<file path="config.mk">
export PLATFORM = sky130hd
export DESIGN_NAME = pe_mac
export DESIGN_NICKNAME = d
export VERILOG_FILES = /design/src/rtl/pe_mac.sv
export SDC_FILE = /design/constraint.sdc
export NUM_CORES = 1
export LEC_CHECK = 0
export CAP_MARGIN = 40
export CORE_UTILIZATION = 24
export DETAILED_ROUTE_END_ITERATION = 12
export PLACE_DENSITY = 0.5
export SYNTH_ARGS = -nofsm -noshare
export SYNTH_HDL_FRONTEND = slang
export SYNTH_SLANG_ARGS = --single-unit
export TNS_END_PERCENT = 30
</file>
<file path="constraint.sdc">
create_clock -name clk -period 6.75 [get_ports clk]
set_input_delay 1.35 -clock clk [delete_from_list [all_inputs] [get_ports clk]]
set_output_delay 1.35 -clock clk [all_outputs]
set_load 0.05 [all_outputs]
</file>
<file path="src/rtl/pe_mac.sv">
// Signed multiply-accumulate PE: three-stage pipe (product, accumulate, requantise) with
// valid/ready on both sides; a held output result freezes every stage.
module pe_mac #(
  parameter int DATA_WIDTH = 8,
  parameter int ACC_WIDTH  = 32,
  parameter int OUT_WIDTH  = 8,
  parameter int SHIFT_W    = 5
) (
  input  logic                  clk,
  input  logic                  rst,
  input  logic                  clear,
  input  logic                  in_valid,
  output logic                  in_ready,
  input  logic [DATA_WIDTH-1:0] w,
  input  logic [DATA_WIDTH-1:0] x,
  input  logic                  in_last,
  input  logic [SHIFT_W-1:0]    shift,
  output logic                  out_valid,
  input  logic                  out_ready,
  output logic [OUT_WIDTH-1:0]  y,
  output logic [ACC_WIDTH-1:0]  acc_out,
  output logic                  ovf
);

  typedef enum logic [1:0] {IDLE, ACCUM, HOLD} state_t;

  localparam logic signed [ACC_WIDTH:0] OMAX = (ACC_WIDTH+1)'((64'sd1 <<< (OUT_WIDTH-1)) - 64'sd1);
  localparam logic signed [ACC_WIDTH:0] OMIN = -OMAX - 1;

  function automatic logic [ACC_WIDTH-1:0] sat_acc(input logic signed [ACC_WIDTH:0] s);
    if (s[ACC_WIDTH] != s[ACC_WIDTH-1])
      return s[ACC_WIDTH] ? {1'b1, {(ACC_WIDTH-1){1'b0}}} : {1'b0, {(ACC_WIDTH-1){1'b1}}};
    return s[ACC_WIDTH-1:0];
  endfunction

  function automatic logic [OUT_WIDTH-1:0] sat_out(input logic signed [ACC_WIDTH:0] v);
    if (v > OMAX) return OMAX[OUT_WIDTH-1:0];
    if (v < OMIN) return OMIN[OUT_WIDTH-1:0];
    return v[OUT_WIDTH-1:0];
  endfunction

  // Round-half-up then arithmetic shift, carried one bit wider so the round add cannot wrap.
  function automatic logic [OUT_WIDTH-1:0] requant(input logic signed [ACC_WIDTH-1:0] a,
                                                   input logic [SHIFT_W-1:0] sh);
    logic signed [ACC_WIDTH:0] e;
    logic signed [ACC_WIDTH:0] r;
    e = {a[ACC_WIDTH-1], a};
    r = '0;
    if (sh != '0 && int'(sh) <= ACC_WIDTH) r = (ACC_WIDTH+1)'(1) << (sh - 1'b1);
    e = e + r;
    e = e >>> sh;
    return sat_out(e);
  endfunction

  logic                          stall, accept, more;
  logic signed [2*DATA_WIDTH-1:0] prod_p0;
  logic signed [2*DATA_WIDTH-1:0] p_p1;
  logic                          vld_p1, last_p1;
  logic [SHIFT_W-1:0]            shift_p1;
  logic signed [ACC_WIDTH:0]     sum_p1;
  logic signed [ACC_WIDTH-1:0]   acc_next_p1;
  logic                          ov_p1;
  logic signed [ACC_WIDTH-1:0]   acc_q;
  logic                          ovf_int_q, act_q;
  logic                          vld_p2, ovf_p2;
  logic signed [ACC_WIDTH-1:0]   acc_p2;
  logic [SHIFT_W-1:0]            shift_p2;
  logic                          out_valid_q, ovf_q;
  logic [OUT_WIDTH-1:0]          y_q;
  logic [ACC_WIDTH-1:0]          acc_out_q;
  state_t                        state_q, state_d;

  assign stall    = out_valid_q & ~out_ready;
  assign in_ready = ~stall;
  assign accept   = in_valid & in_ready;

  // Stage 0 -> 1: signed product
  assign prod_p0 = $signed(w) * $signed(x);

  // Stage 1 -> 2: saturating accumulate
  assign sum_p1 = $signed({acc_q[ACC_WIDTH-1], acc_q})
                + $signed({{(ACC_WIDTH+1-2*DATA_WIDTH){p_p1[2*DATA_WIDTH-1]}}, p_p1});
  assign acc_next_p1 = sat_acc(sum_p1);
  assign ov_p1       = sum_p1[ACC_WIDTH] ^ sum_p1[ACC_WIDTH-1];

  // More work still pending behind the result that is about to load.
  assign more = accept | vld_p1 | act_q;

  always_comb begin
    state_d = state_q;
    case (state_q)
      IDLE:    if (accept) state_d = ACCUM;
      ACCUM:   if (vld_p2 && !more) state_d = out_ready ? IDLE : HOLD;
      HOLD:    if (out_valid_q && out_ready) state_d = more ? ACCUM : IDLE;
      default: state_d = IDLE;
    endcase
  end

  always_ff @(posedge clk or posedge rst) begin
    if (rst) begin
      vld_p1      <= 1'b0;
      vld_p2      <= 1'b0;
      acc_q       <= '0;
      ovf_int_q   <= 1'b0;
      act_q       <= 1'b0;
      out_valid_q <= 1'b0;
      y_q         <= '0;
      acc_out_q   <= '0;
      ovf_q       <= 1'b0;
      state_q     <= IDLE;
    end else if (clear) begin
      vld_p1      <= 1'b0;
      vld_p2      <= 1'b0;
      acc_q       <= '0;
      ovf_int_q   <= 1'b0;
      act_q       <= 1'b0;
      out_valid_q <= 1'b0;
      ovf_q       <= 1'b0;
      state_q     <= IDLE;
    end else if (!stall) begin
      vld_p1  <= accept;
      vld_p2  <= vld_p1 & last_p1;
      state_q <= state_d;
      if (vld_p1) begin
        if (last_p1) begin
          acc_q     <= '0;
          ovf_int_q <= 1'b0;
          act_q     <= 1'b0;
        end else begin
          acc_q     <= acc_next_p1;
          ovf_int_q <= ovf_int_q | ov_p1;
          act_q     <= 1'b1;
        end
      end
      // Stage 2 -> 3: requantised output register
      if (vld_p2) begin
        out_valid_q <= 1'b1;
        y_q         <= requant(acc_p2, shift_p2);
        acc_out_q   <= acc_p2;
        ovf_q       <= ovf_p2;
      end else begin
        out_valid_q <= 1'b0;
      end
    end
  end

  always_ff @(posedge clk) begin
    if (!stall) begin
      if (accept) begin
        p_p1     <= prod_p0;
        last_p1  <= in_last;
        shift_p1 <= shift;
      end
      if (vld_p1 && last_p1) begin
        acc_p2   <= acc_next_p1;
        ovf_p2   <= ovf_int_q | ov_p1;
        shift_p2 <= shift_p1;
      end
    end
  end

  assign out_valid = out_valid_q;
  assign y         = y_q;
  assign acc_out   = acc_out_q;
  assign ovf       = ovf_q;

endmodule

</file>
Word level (Yosys, flattened, before mapping)
Index checks and enable logic that the tools add are counted.
- bits in registers: 137
- output and inout port bits: 43
- word-level logic and storage cells: 80
- add/subtract/negate cells: 3
- $mul: 1
- order comparisons: 2
- equal/unequal tests: 2
- shifts and indexed selects: 2
- muxes and demuxes: 39
- bitwise logic cells: 8
- reductions and logical operators: 9
- operator list (cell ; count):
    $mux W32 ; 7
    $mux W33 ; 4
    $add A32 B16 Y33 ; 1
    $add A32 B33 Y33 ; 1
    $gt A33 B8 Y1 const B ; 1
    $lt A33 B8 Y1 const B ; 1
    $shl A1 B5 Y33 const A ; 1
    $sshr A33 B5 Y33 ; 1
    $mux W8 ; 4
    $mux W1 ; 24
    $mul A8 B8 Y16 ; 1
    $reduce_and A2 Y1 ; 4
    $reduce_bool A5 Y1 ; 1
    $sub A5 B1 Y5 const B ; 1
    $reduce_bool A2 Y1 ; 2
    $and A1 B1 Y1 ; 3
    $not A1 Y1 ; 3
    $reduce_and A3 Y1 ; 1
    $ne A2 B2 Y1 const B ; 1
    $logic_and A1 B1 Y1 ; 1
    $ne A1 B1 Y1 ; 1
    $or A1 B1 Y1 ; 1
    $xor A1 B1 Y1 ; 1

Logic depth before layout (Yosys ltp)
Gate-level depths: netlist (run 1).
- word-level depth: 19
- mapped depth: 24
- depth with buffers taken out: 22

Worst setup path before layout (run 1)
OpenSTA, ideal clock, no wires.
- kind: reg-to-reg
- from: register shift_p2[1]
- to: register y_q[1] (netlist: y[1])
- setup time: 0.134 ns
- data arrival time: 5.768 ns
- data required time: 6.616 ns
- path slack: 0.847 ns
- cell stages (with the launch flop): 22
- path buffers: 6
- period minus slack after synthesis: 5.903 ns
- cells stage by stage: edfxtp_1 > buf_1 > buf_6 > clkbuf_1 > clkbuf_1 > buf_1 > clkbuf_1 > nand4_1 > fa_1 > nand2b_1 > a21o_1 > a2111oi_4 > o21ai_0 > xnor2_1 > mux4_2 > a32o_1 > a21oi_2 > a221oi_1 > a2111oi_0 > nand4_1 > o31ai_4 > o22ai_1
- longest elaborated chain between the ends: 16
- RTL lines (element ; line ; source):
    start, declared ; 67 ; logic [SHIFT_W-1:0] shift_p2;
    start signal, assigned ; 157 ; shift_p2 <= shift_p1;
    $sub A5 B1 Y5 ; 49 ; if (sh != '0 && int'(sh) <= ACC_WIDTH) r = (ACC_WIDTH+1)'(1) << (sh - 1'b1);
    $shl A1 B5 Y33 ; 49 ;
    $mux W33 ; 49 ;
    $mux W33 ; 136 ; if (vld_p2) begin
    $mux W33 ; 120 ; end else if (!stall) begin
    $mux W33 ; 111 ; end else if (clear) begin
    $add A32 B33 Y33 ; 50 ; e = e + r;
    $sshr A33 B5 Y33 (*) ; 51 ; e = e >>> sh;
    $lt A33 B8 Y1 ; 38 ; if (v < OMIN) return OMIN[OUT_WIDTH-1:0];
    $mux W1 (2 in a row) ; 38 ;
    $mux W1 ; 136 ;
    $mux W1 ; 120 ;
    $mux W1 ; 111 ;
    $mux W8 ; 39 ; return v[OUT_WIDTH-1:0];
    $mux W8 (*) ; 38 ;
    end signal, assigned ; 138 ; y_q <= requant(acc_p2, shift_p2);
    end, declared ; 69 ; logic [OUT_WIDTH-1:0] y_q;
Mark *: on every way between the ends. The rest lies on a longest branch, timed or not. The select of a mux whose other input is x is not followed.
A chain may end at the register's enable or synchronous reset.

Final worst setup path (run 1)
- from: register shift_p2[2]
- to: register y_q[1] (netlist: y[1])
The elaborated chain is that of the path after synthesis.

==> flow_metrics.py, run 1 <==
metrics = {
    "placement": {
        "hpwl_um": 36900,
        "placed_area_um2": 16100,
        "gp_congestion": 0.937,
        "port_buffers": 69,
    },
    "yosys": {
        "synthTopCellsByArea": "dfrtp_1, edfxtp_1, ha_1",
        "synth_edf_count": 60,
        "yosysTopAreaCellShare": 0.133,
        "synth-seq-cells": 137,
        "synth-adder-area-share": 0.165,
        "yosysUniqueCellTypes": 102,
        "ys.warnings.count": 0,
        "netlist_top_cells_count": "nand2_1, nor2_1, a21oi_1",
        "synth-xor-area-share": 0.0423,
        "synth_compound_area_frac": 0.229,
        "synth.most_common_cell": "nand2_1",
        "synth_area_leader_cell": "dfrtp_1",
        "ys.flop_type": "dfrtp_1",
        "synth.avg_cell_area_um2": 8.88,
        "syn_inst": 1631,
        "yosysSeqAreaShare": 0.257,
        "synthesis.area_um2": 14500,
        "synth_top_family_by_area": "compound AO/OA/AOI/OAI gates",
        "async_reset_ff_frac": 0.562,
        "synth_simple_gate_area_share": 0.182,
        "syn-num-nets": 1808,
        "synthMuxAreaShare": 0.0689,
    },
    "clocking": {
        "cts_resized": 0,
        "path_clk_slew_ns": 0.06,
        "cts_setup_buffers": 0,
        "cts_inserted_buffers": 17,
        "cts_root_buf": "clkbuf_16",
        "clkLatencyLatePin_ns": 0.44,
        "clk_path_buf_depth": 2,
        "clkSinkCount": 137,
        "htreeDepth": 4,
        "holdBufCountCts": 0,
        "cts_tree": "yes",
    },
    "sta": {
        "rsz0062_at_grt": "no",
        "timing.fmax_ghz": 0.160,
        "worstMarginPinSlew_ns": 0.876,
        "fin_tns_setup_ns": 0,
        "setup_viol": 0,
        "finalHoldViolCount": 0,
        "clock_skew_ns": 0.0129,
        "hold_ws_ns": 0.415,
        "fin_crit_ns": 6.27,
        "finalCritPeriodShare": 0.929,
        "maxSlewViolCount": 0,
        "maxSlewHeadroom": 0.416,
    },
    "outcome": {
        "status": "finished clean",
    },
    "worst_setup_path": {
        "r2r-start": "shift_p2[2]",
        "setup.worst_path.start_class": "flip-flop",
        "r2r-end": "y[1]",
        "cp_slowest_cell": "edfxtp_1",
        "cp_max_fo": 14,
        "reg2reg_slack_ns": 0.48,
        "critPathCaptureType": "flip-flop",
        "worstPathArrival_ns": 6.62,
        "path_cells": "nor2_1, nand2_1, nor2_1, ha_1, a21oi_1, o21ai_0, nor2_1, a21oi_1, o21ai_0, nand2_1, a211oi_1, mux4_2, nor4bb_1, a41oi_1, o41a_1, o22ai_1",
        "crit_path_max_incr_delay_ns": 0.65,
        "critical_path_class": "reg2reg",
        "r2r_cells": 16,
        "required_ns": 7.11,
        "crit_path_frequent_cell": "nor2_1",
    },
    "hold_path": {
        "hold_start": "shift_p1[3]",
        "min_path_type": "reg2reg",
        "holdPathStages": 0,
        "min_delay_worst_endpoint": "shift_p2[3]",
    },
    "drt": {
        "via_per_inst": 5.15,
        "wire_per_inst_um": 18.8,
        "antenna_left": 0,
        "drc": 0,
        "drt-pass1-iter-count": 7,
        "vias": 12700,
        "drt_iter0_markers": 1001,
        "wl_um": 46500,
    },
    "layout": {
        "area_growth_pct": 15.4,
        "drive_gt1_frac": 0.109,
        "final_area_um2": 16700,
        "antenna_cells": 0,
        "layout.nets": 1863,
    },
    "die": {
        "initial_core_util": 0.244,
        "die_x_um": 248,
        "coreArea_um2": 59400,
        "pin_count": 70,
        "die-area_um2": 61300,
        "die_h_um": 248,
        "core.rowCount": 89,
    },
    "grt": {
        "grt_max_degree": 57,
        "grt_pass1_wl_um": 73900,
        "antenna_found_initial": 0,
        "track_usage": 0.153,
        "overflow": 0,
        "grt_pass1_vias": 13000,
    },
    "flow_run": {
        "drv_cap": 0,
    },
    "power_and_ir_drop": {
        "p_leak_uw": 0.00693,
        "cellPowerDensity_nw_per_um2": 302,
        "peakVddDrop_uv": 203,
    },
}
## through the flow
stage | setup slack [ns] | util | std cells | power, uW
2_1_floorplan | 0.847 | - | 1631 | 3310
3_5_place_dp | 0.449 | 0.272 | 2440 | 4130
4_1_cts | 0.729 | 0.282 | 2472 | 5090
3_3_place_gp | 0.455 | 0.270 | 2434 | 4070
5_1_grt | 0.214 | 0.282 | 2472 | 5430
6_report | 0.482 | 0.282 | 2472 | 5050
## power by group
part | switching [uW] | internal (uW) | total (uW)
logic | 1690 | 1130 | 2820
registers | 133 | 1150 | 1290
clock network | 391 | 547 | 938
total | 2210 | 2830 | 5050
## layout by cell type, fill, tap and decap left out, types with 18 or more instances in the layout
cell type          n
fa_1              57
mux2_2            45
xor2_1            27
nand3_1           33
xnor2_1           43
nand4_1           22
clkdlybuf4s50_1   69
dfrtp_1           77
nor2_1           140
and2_1            59
nand2_1          156
clkbuf_16         18
edfxtp_1          60
mux2i_1           30
o21ai_0           60
buf_4             44
a21oi_1          110
nor3_1            36
inv_1             95
ha_1              93
a21o_1            39
a211oi_1          22
o21a_1            18
## cell type report
| type | instances | area, um2 |
|---|---|---|
| Clock inverter | 13 | 130 |
| Sequential cell | 137 | 3730 |
| Fill cell | 6318 | 42600 |
| Inverter | 99 | 373 |
| Timing Repair Buffer | 117 | 1080 |
| Clock buffer | 19 | 464 |
| Multi-Input combinational cell | 1314 | 9960 |
| Tap cell | 773 | 967 |
## worst max path at each step
| stage | start | to | slack (ns) | cells after the start |
|---|---|---|---|---|
| after global routing | shift_p2[2] | y[3] | 0.21 | 16 |
| after global placement | x[7] | p_p1[15] | 0.46 | 19 |
| after floorplan | shift_p2[1] | y[1] | 0.85 | 21 |
| after CTS | shift_p2[4] | y[5] | 0.73 | 19 |
| final | shift_p2[2] | y[1] | 0.48 | 16 |
| after detailed placement | x[7] | p_p1[15] | 0.45 | 19 |
## kinds of logic (layout without fill, tap and decap cells)
group           after synthesis  count (layout)
simple gates                544             544
mux                          84              84
fa+ha+maj                   158             158
other cells                   1               1
buf+inv                     180             248
xor+xnor                     70              70
flops                       137             137
compound gates              457             457
## registers in the layout, indices dropped and copies added, names as in the netlist, 5 cells and up
name      count
acc_p2       32
acc_q        32
acc_out      32
shift_p1      5
p_p1         16
y             8
shift_p2      5
## worst max-delay path: cells and delay by family, from the launching register on
| kind | cells | cell delay, ns |
|---|---|---|
| adders and majority gates | 1 | 0.36 |
| AOI/OAI and AO/OA | 8 | 2.71 |
| DFF | 1 | 0.65 |
| and+or+nand+nor | 6 | 2.07 |
| muxes | 1 | 0.38 |
## layer usage
layer,track usage,vias up,routed length (um)
met5,0,-,0
met4,0.0512,0,1330
met1,0.195,6209,20400
li1,-,6103,-
met2,0.265,337,23000
met3,0.0215,71,1850
Note: power is estimated with default switching activity, not from simulation.
==> run 2: changes to the inputs <==
- CELL_PAD_IN_SITES_DETAIL_PLACEMENT: unset -> 0
- CELL_PAD_IN_SITES_GLOBAL_PLACEMENT: unset -> 1
- GPL_TIMING_DRIVEN: unset -> 1
- HOLD_SLACK_MARGIN: unset -> 0.02
- PLACE_DENSITY: 0.5 -> 0.58
==> run 2 against run 1 <==
Net effect:
- non-clock buffer count is 3 lower
- clock skew is 0.00076 ns lower
- wire length is 2.4% higher
- global-route usage is 0.25 points higher
- count of clock-buffer cells in the layout is 2 lower
- via count is 1.0% higher
- critical path type unchanged
==> flow_metrics.py, run 2 (synthesized netlist as in run 1, its figures left out) <==
metrics = {
    "grt": {
        "track_usage": 0.156,
        "grt_pass1_vias": 12600,
        "grt_pass1_wl_um": 73800,
        "overflow": 0,
        "antenna_found_initial": 0,
        "grt_max_degree": 42,
    },
    "clocking": {
        "cts_tree": "yes",
        "htreeDepth": 4,
        "clkSinkCount": 137,
        "path_clk_slew_ns": 0.07,
        "clkLatencyLatePin_ns": 0.44,
        "cts_inserted_buffers": 17,
        "clk_path_buf_depth": 2,
        "cts_resized": 0,
        "holdBufCountCts": 0,
        "cts_setup_buffers": 0,
        "cts_root_buf": "clkbuf_16",
    },
    "die": {
        "core.rowCount": 89,
        "die_x_um": 248,
        "initial_core_util": 0.244,
        "coreArea_um2": 59400,
        "die_h_um": 248,
        "die-area_um2": 61300,
        "pin_count": 70,
    },
    "drt": {
        "met3_length_um": 1770,
        "via_per_inst": 5.20,
        "maxUsedRoutingLayer": "met4",
        "wl_met1_um": 20300,
        "vias": 12900,
        "wl_met2_um": 24100,
        "drt-pass1-iter-count": 5,
        "drt_iter0_markers": 904,
        "drc": 0,
        "antenna_left": 0,
        "wire_per_inst_um": 19.3,
        "wl_um": 47700,
    },
    "placement": {
        "gp_congestion": 0.872,
        "port_buffers": 69,
        "hpwl_um": 38500,
    },
    "power_and_ir_drop": {
        "cellPowerDensity_nw_per_um2": 299,
        "peakVddDrop_uv": 188,
        "p_leak_uw": 0.00690,
    },
    "layout": {
        "mostFrequentLayoutCells": "nand2_1, nor2_1, a21oi_1, inv_1, ha_1",
        "antenna_cells": 0,
        "layout_commonest_cell": "nand2_1",
        "drive_gt1_frac": 0.106,
        "layout.nets": 1860,
        "area_growth_pct": 15.1,
    },
    "sta": {
        "setup_viol": 0,
        "finalHoldViolCount": 0,
        "maxSlewViolCount": 0,
        "timing.fmax_ghz": 0.169,
        "finalCritPeriodShare": 0.879,
        "clock_skew_ns": 0.0121,
        "fin_crit_ns": 5.93,
        "hold_ws_ns": 0.426,
        "worstMarginPinSlew_ns": 0.834,
        "rsz0062_at_grt": "no",
        "fin_tns_setup_ns": 0,
        "maxSlewHeadroom": 0.439,
    },
    "outcome": {
        "status": "finished clean",
    },
    "worst_setup_path": {
        "crit_path_max_incr_delay_ns": 0.58,
        "required_ns": 7.06,
        "path_cells": "buf_4, nor2_1, nand2_1, nor2_1, ha_1, nand2_1, o21ai_0, a22oi_1, o31a_1, nand4_1, a21boi_0, a221o_1, o221ai_1, a2111o_1, a2111oi_0, nand4_1, o31ai_4, o22ai_1",
        "path_buf_inv": 1,
        "critPathCaptureType": "flip-flop",
        "critical_path_class": "reg2reg",
        "worstPathArrival_ns": 6.24,
        "cp_max_fo": 26,
        "setup.worst_path.start_class": "flip-flop",
        "cp_slowest_cell": "o21ai_0",
        "critical_path.top_delay_family": "compound AO/OA/AOI/OAI gates",
    },
    "hold_path": {
        "min_path_type": "reg2reg",
    },
    "flow_run": {
        "drv_cap": 0,
    },
}
-- run 2: cell types whose count changed in the layout (fill, tap and decap cells not counted) --
cell        previous run  this run
clkinv_2               1         2
bufinv_16              1         0
buf_2                  1         0
clkinv_1               1         3
buf_8                  0         2
clkinv_4               3         2
inv_4                  1         0
clkbuf_8               1         0
buf_16                 1         2
clkinvlp_4             2         3
buf_4                 44        39
clkbuf_16             18        17
inv_8                  0         1
-- run 2: where the power goes --
| part | total [uW] | internal (uW) | switching [uW] |
|---|---|---|---|
| Combinational | 2840 | 1130 | 1710 |
| Clock | 881 | 476 | 405 |
| Sequential | 1260 | 1150 | 108 |
-- run 2: worst paths after layout --
kind | start | to | slack, ns | depth (start not counted)
setup reg to reg | shift_p2[2] | y[2] | 0.82 | 18
min in group asynchronous | rst | acc_out[2] | 1.19 | 2
setup / recovery | shift_p2[2] | y[2] | 0.82 | 18
hold reg to reg | shift_p1[4] | shift_p2[4] | 0.43 | 0
max in group asynchronous | rst | acc_out[22] | 4.64 | 4
hold / removal | shift_p1[4] | shift_p2[4] | 0.43 | 0
-- run 2: final cells by class --
type | count | area (um2)
multi-input combinational | 1314 | 9960
sequential | 137 | 3730
tap | 773 | 967
clock buffer | 17 | 425
timing repair buffer | 114 | 1100
fill | 6303 | 42700
clock inverter | 15 | 116
inverter | 99 | 373
-- run 2: routing by layer --
| layer | global-route usage | up-vias |
|---|---|---|
| met5 | 0 | - |
| met4 | 0.0509 | 0 |
| met1 | 0.192 | 6327 |
| met2 | 0.278 | 344 |
| li1 | - | 6096 |
| met3 | 0.0209 | 84 |
-- run 2: stage by stage --
stage	setup slack (ns)	std cells	cell area [um2]	util	power, uW
finish	0.818	2469	16700	0.281	4980
global route	0.451	2469	16700	0.281	5360
CTS	0.892	2469	16700	0.281	5040
detailed placement	0.414	2437	16100	0.272	4140
global placement	0.473	2429	16000	0.270	4100
floorplan	0.847	1631	14500	-	3310
==> run 3: changes to the inputs <==
- ABC_AREA: unset -> 1
- GPL_ROUTABILITY_DRIVEN: unset -> 0
- PLACE_DENSITY: 0.58 -> 0.6
==> run 3 against run 2 <==
Net effect:
- fmax up 1.5%
- combinational power is 3% lower
- sequential power increased by 6%
- wire length fell by 1.2%
- clock skew rose by 0.0011 ns
- cell area rose by 0.46%
- setup slack better by 0.087 ns
- core utilization shrank 0.29 points
- worst hold slack lost 0.0068 ns
- area after synthesis grew 0.74%
- via count rose by 6.8%
- critical endpoint is now p_p1[14]
- largest cell class unchanged
==> flow_metrics.py, run 3 <==
metrics = {
    "yosys": {
        "async_reset_ff_frac": 0.562,
        "synth.avg_cell_area_um2": 6.67,
        "synth_edf_count": 60,
        "synth.most_common_cell": "nand2_1",
        "ys.warnings.count": 0,
        "yosysSeqAreaShare": 0.256,
        "syn-num-nets": 2364,
        "syn_inst": 2187,
        "synthTopCellsByArea": "nand2_1, dfrtp_1, edfxtp_1",
        "synthesis.area_um2": 14600,
        "synth_area_leader_cell": "nand2_1",
        "yosysTopAreaCellShare": 0.181,
        "ys.flop_type": "dfrtp_1",
        "yosysUniqueCellTypes": 49,
        "synth-seq-cells": 137,
        "netlist_top_cells_count": "nand2_1, inv_1, nand3_1",
    },
    "layout": {
        "drive_gt1_frac": 0.0556,
        "layout_commonest_cell": "nand2_1",
        "seq_area_um2": 3730,
        "multi_input_area_um2": 9300,
        "antenna_cells": 0,
        "mostFrequentLayoutCells": "nand2_1, inv_1, nand3_1, nor2_1, ha_1",
        "area_growth_pct": 14.8,
        "n_fill_cell": 6666,
        "layout.nets": 2396,
    },
    "drt": {
        "via_per_inst": 4.56,
        "drt-pass1-iter-count": 5,
        "vias": 13700,
        "antenna_left": 0,
        "drt_iter0_markers": 748,
        "drc": 0,
        "wire_per_inst_um": 15.6,
        "wl_um": 47100,
    },
    "worst_setup_path": {
        "r2r-end": "y[4]",
        "critical_path_class": "in2reg",
        "r2r-start": "shift_p2[1]",
        "crit_path_frequent_cell": "fa_1",
        "reg2reg_slack_ns": 1.24,
        "path_cells": "clkdlybuf4s50_1, inv_1, or2_2, fa_1, fa_1, inv_1, fa_1, fa_1, ha_1, nand2_1, o21ai_0, a21oi_1, inv_1, a21oi_1, o21ai_0, a21oi_1, nor2_1, nor2_1, xnor2_1",
        "cp-startpoint": "x[7]",
        "crit_end": "p_p1[14]",
        "cp_max_fo": 8,
        "r2r_cells": 33,
        "worstPathArrival_ns": 6.03,
        "setup.worst_path.start_class": "primary input",
        "critPathCaptureType": "flip-flop",
        "cp_slowest_cell": "fa_1",
        "crit_path_max_incr_delay_ns": 0.54,
        "required_ns": 6.93,
    },
    "grt": {
        "track_usage": 0.152,
        "grt_pass1_vias": 13800,
        "use_met1": 0.187,
        "grt_busiest_layer": "met2",
        "overflow": 0,
        "grtUsageMet2": 0.283,
        "grt_max_degree": 52,
        "grt_util_met3": 0.0111,
        "antenna_found_initial": 0,
        "grt_pass1_wl_um": 74900,
    },
    "clocking": {
        "cts_setup_buffers": 0,
        "cts_resized": 0,
        "cts_root_buf": "clkbuf_16",
        "clkSinkCount": 137,
        "clk_path_buf_depth": 2,
        "cts_inserted_buffers": 17,
        "holdBufCountCts": 0,
        "clkLatencyLatePin_ns": 0.44,
        "htreeDepth": 4,
        "cts_tree": "yes",
        "path_clk_slew_ns": 0.07,
    },
    "die": {
        "coreArea_um2": 60200,
        "die_h_um": 249,
        "core.rowCount": 90,
        "die_x_um": 249,
        "die-area_um2": 61800,
        "initial_core_util": 0.242,
        "pin_count": 70,
    },
    "sta": {
        "finalHoldViolCount": 0,
        "setup_viol": 0,
        "worstMarginPinSlew_ns": 0.715,
        "fin_crit_ns": 5.85,
        "maxSlewHeadroom": 0.523,
        "worst_slack_ns": 0.905,
        "rsz0062_at_grt": "no",
        "clock_skew_ns": 0.0132,
        "timing.fmax_ghz": 0.171,
        "fin_tns_setup_ns": 0,
        "finalCritPeriodShare": 0.866,
        "maxSlewViolCount": 0,
    },
    "power_and_ir_drop": {
        "cellPowerDensity_nw_per_um2": 301,
        "peakVddDrop_uv": 138,
        "p_leak_uw": 0.00867,
    },
    "placement": {
        "port_buffers": 69,
        "pre_cts_slack_ns": 0.427,
        "hpwl_um": 38800,
    },
    "outcome": {
        "status": "finished clean",
    },
    "flow_run": {
        "drv_cap": 0,
    },
    "hold_path": {
        "min_path_type": "reg2reg",
    },
}
==> run 3: cell count changes in the layout (fill, tap and decap cells not counted), moves of 24 or more <==
cell	change
nand2_1	+549
inv_1	+226
mux2_2	-45
nor3_1	-33
mux2i_1	-30
nand3_1	+273
a22o_1	+24
a21oi_1	-49
and2_1	-56
a21o_1	-37
==> run 3: layout make-up <==
class / count / share of cell area
Multi-Input combinational cell: 1642 / 0.555
Sequential cell: 137 / 0.223
Tap cell: 782 / 0.0584
Inverter: 328 / 0.0736
Timing Repair Buffer: 93 / 0.0550
Clock inverter: 14 / 0.00964
Clock buffer: 18 / 0.0256
==> run 3: where the power goes <==
part | switching, uW | leakage, uW | internal, uW | total, uW
Combinational | 1800 | 0.00682 | 964 | 2760
Clock | 396 | 0.000278 | 553 | 949
Sequential | 138 | 0.00157 | 1190 | 1330
Total | 2330 | 0.00867 | 2710 | 5040
==> run 3: logic make-up (layout without fill, tap and decap cells) <==
family	Yosys count	in the layout	share of synthesized area
AO/OA/AOI/OAI	193	193	0.0802
XOR/XNOR	57	57	0.0342
buffers and inverters	408	453	0.108
adder cells (fa/ha/maj)	150	150	0.158
flip-flops	137	137	0.256
other	1	1	0.000257
AND/OR/NAND/NOR	1241	1241	0.364
==> run 3: worst min-delay path by stage <==
stage	cells past startpoint	from	slack (ns)	endpoint
5_1_grt	0	shift_p1[1]	0.43	shift_p2[1]
4_1_cts	0	shift_p1[1]	0.42	shift_p2[1]
3_5_place_dp	0	shift_p1[0]	0.41	shift_p2[0]
3_3_place_gp	0	shift_p1[0]	0.41	shift_p2[0]
6_report	0	shift_p1[1]	0.42	shift_p2[1]
2_1_floorplan	0	shift_p1[0]	0.40	shift_p2[0]
==> run 3: metrics by stage <==
stage               hold slack, ns  power (uW)  std cells  utilization  area, um2
floorplan                    0.400        3390       2187            -      14600
global placement             0.407        4100       2978        0.267      16100
detailed placement           0.406        4140       2982        0.268      16200
CTS                          0.418        5110       3014        0.278      16700
global route                 0.429        5470       3014        0.278      16700
finish                       0.420        5040       3014        0.278      16700
==> run 3: critical path, delay by kind of cell <==
kind	cells	cell delay, ns
AO/OA/AOI/OAI	5	0.89
AND/OR/NAND/NOR	4	0.52
adder cells (fa/ha/maj)	5	2.41
XOR/XNOR	1	0.11
buffers and inverters	4	0.74
==> run 3: routing by layer <==
| layer | up-vias | wire length (um) |
|---|---|---|
| met5 | - | 0 |
| met4 | 0 | 1130 |
| met3 | 53 | 901 |
| met2 | 211 | 24300 |
| met1 | 6419 | 20800 |
| li1 | 7046 | - |
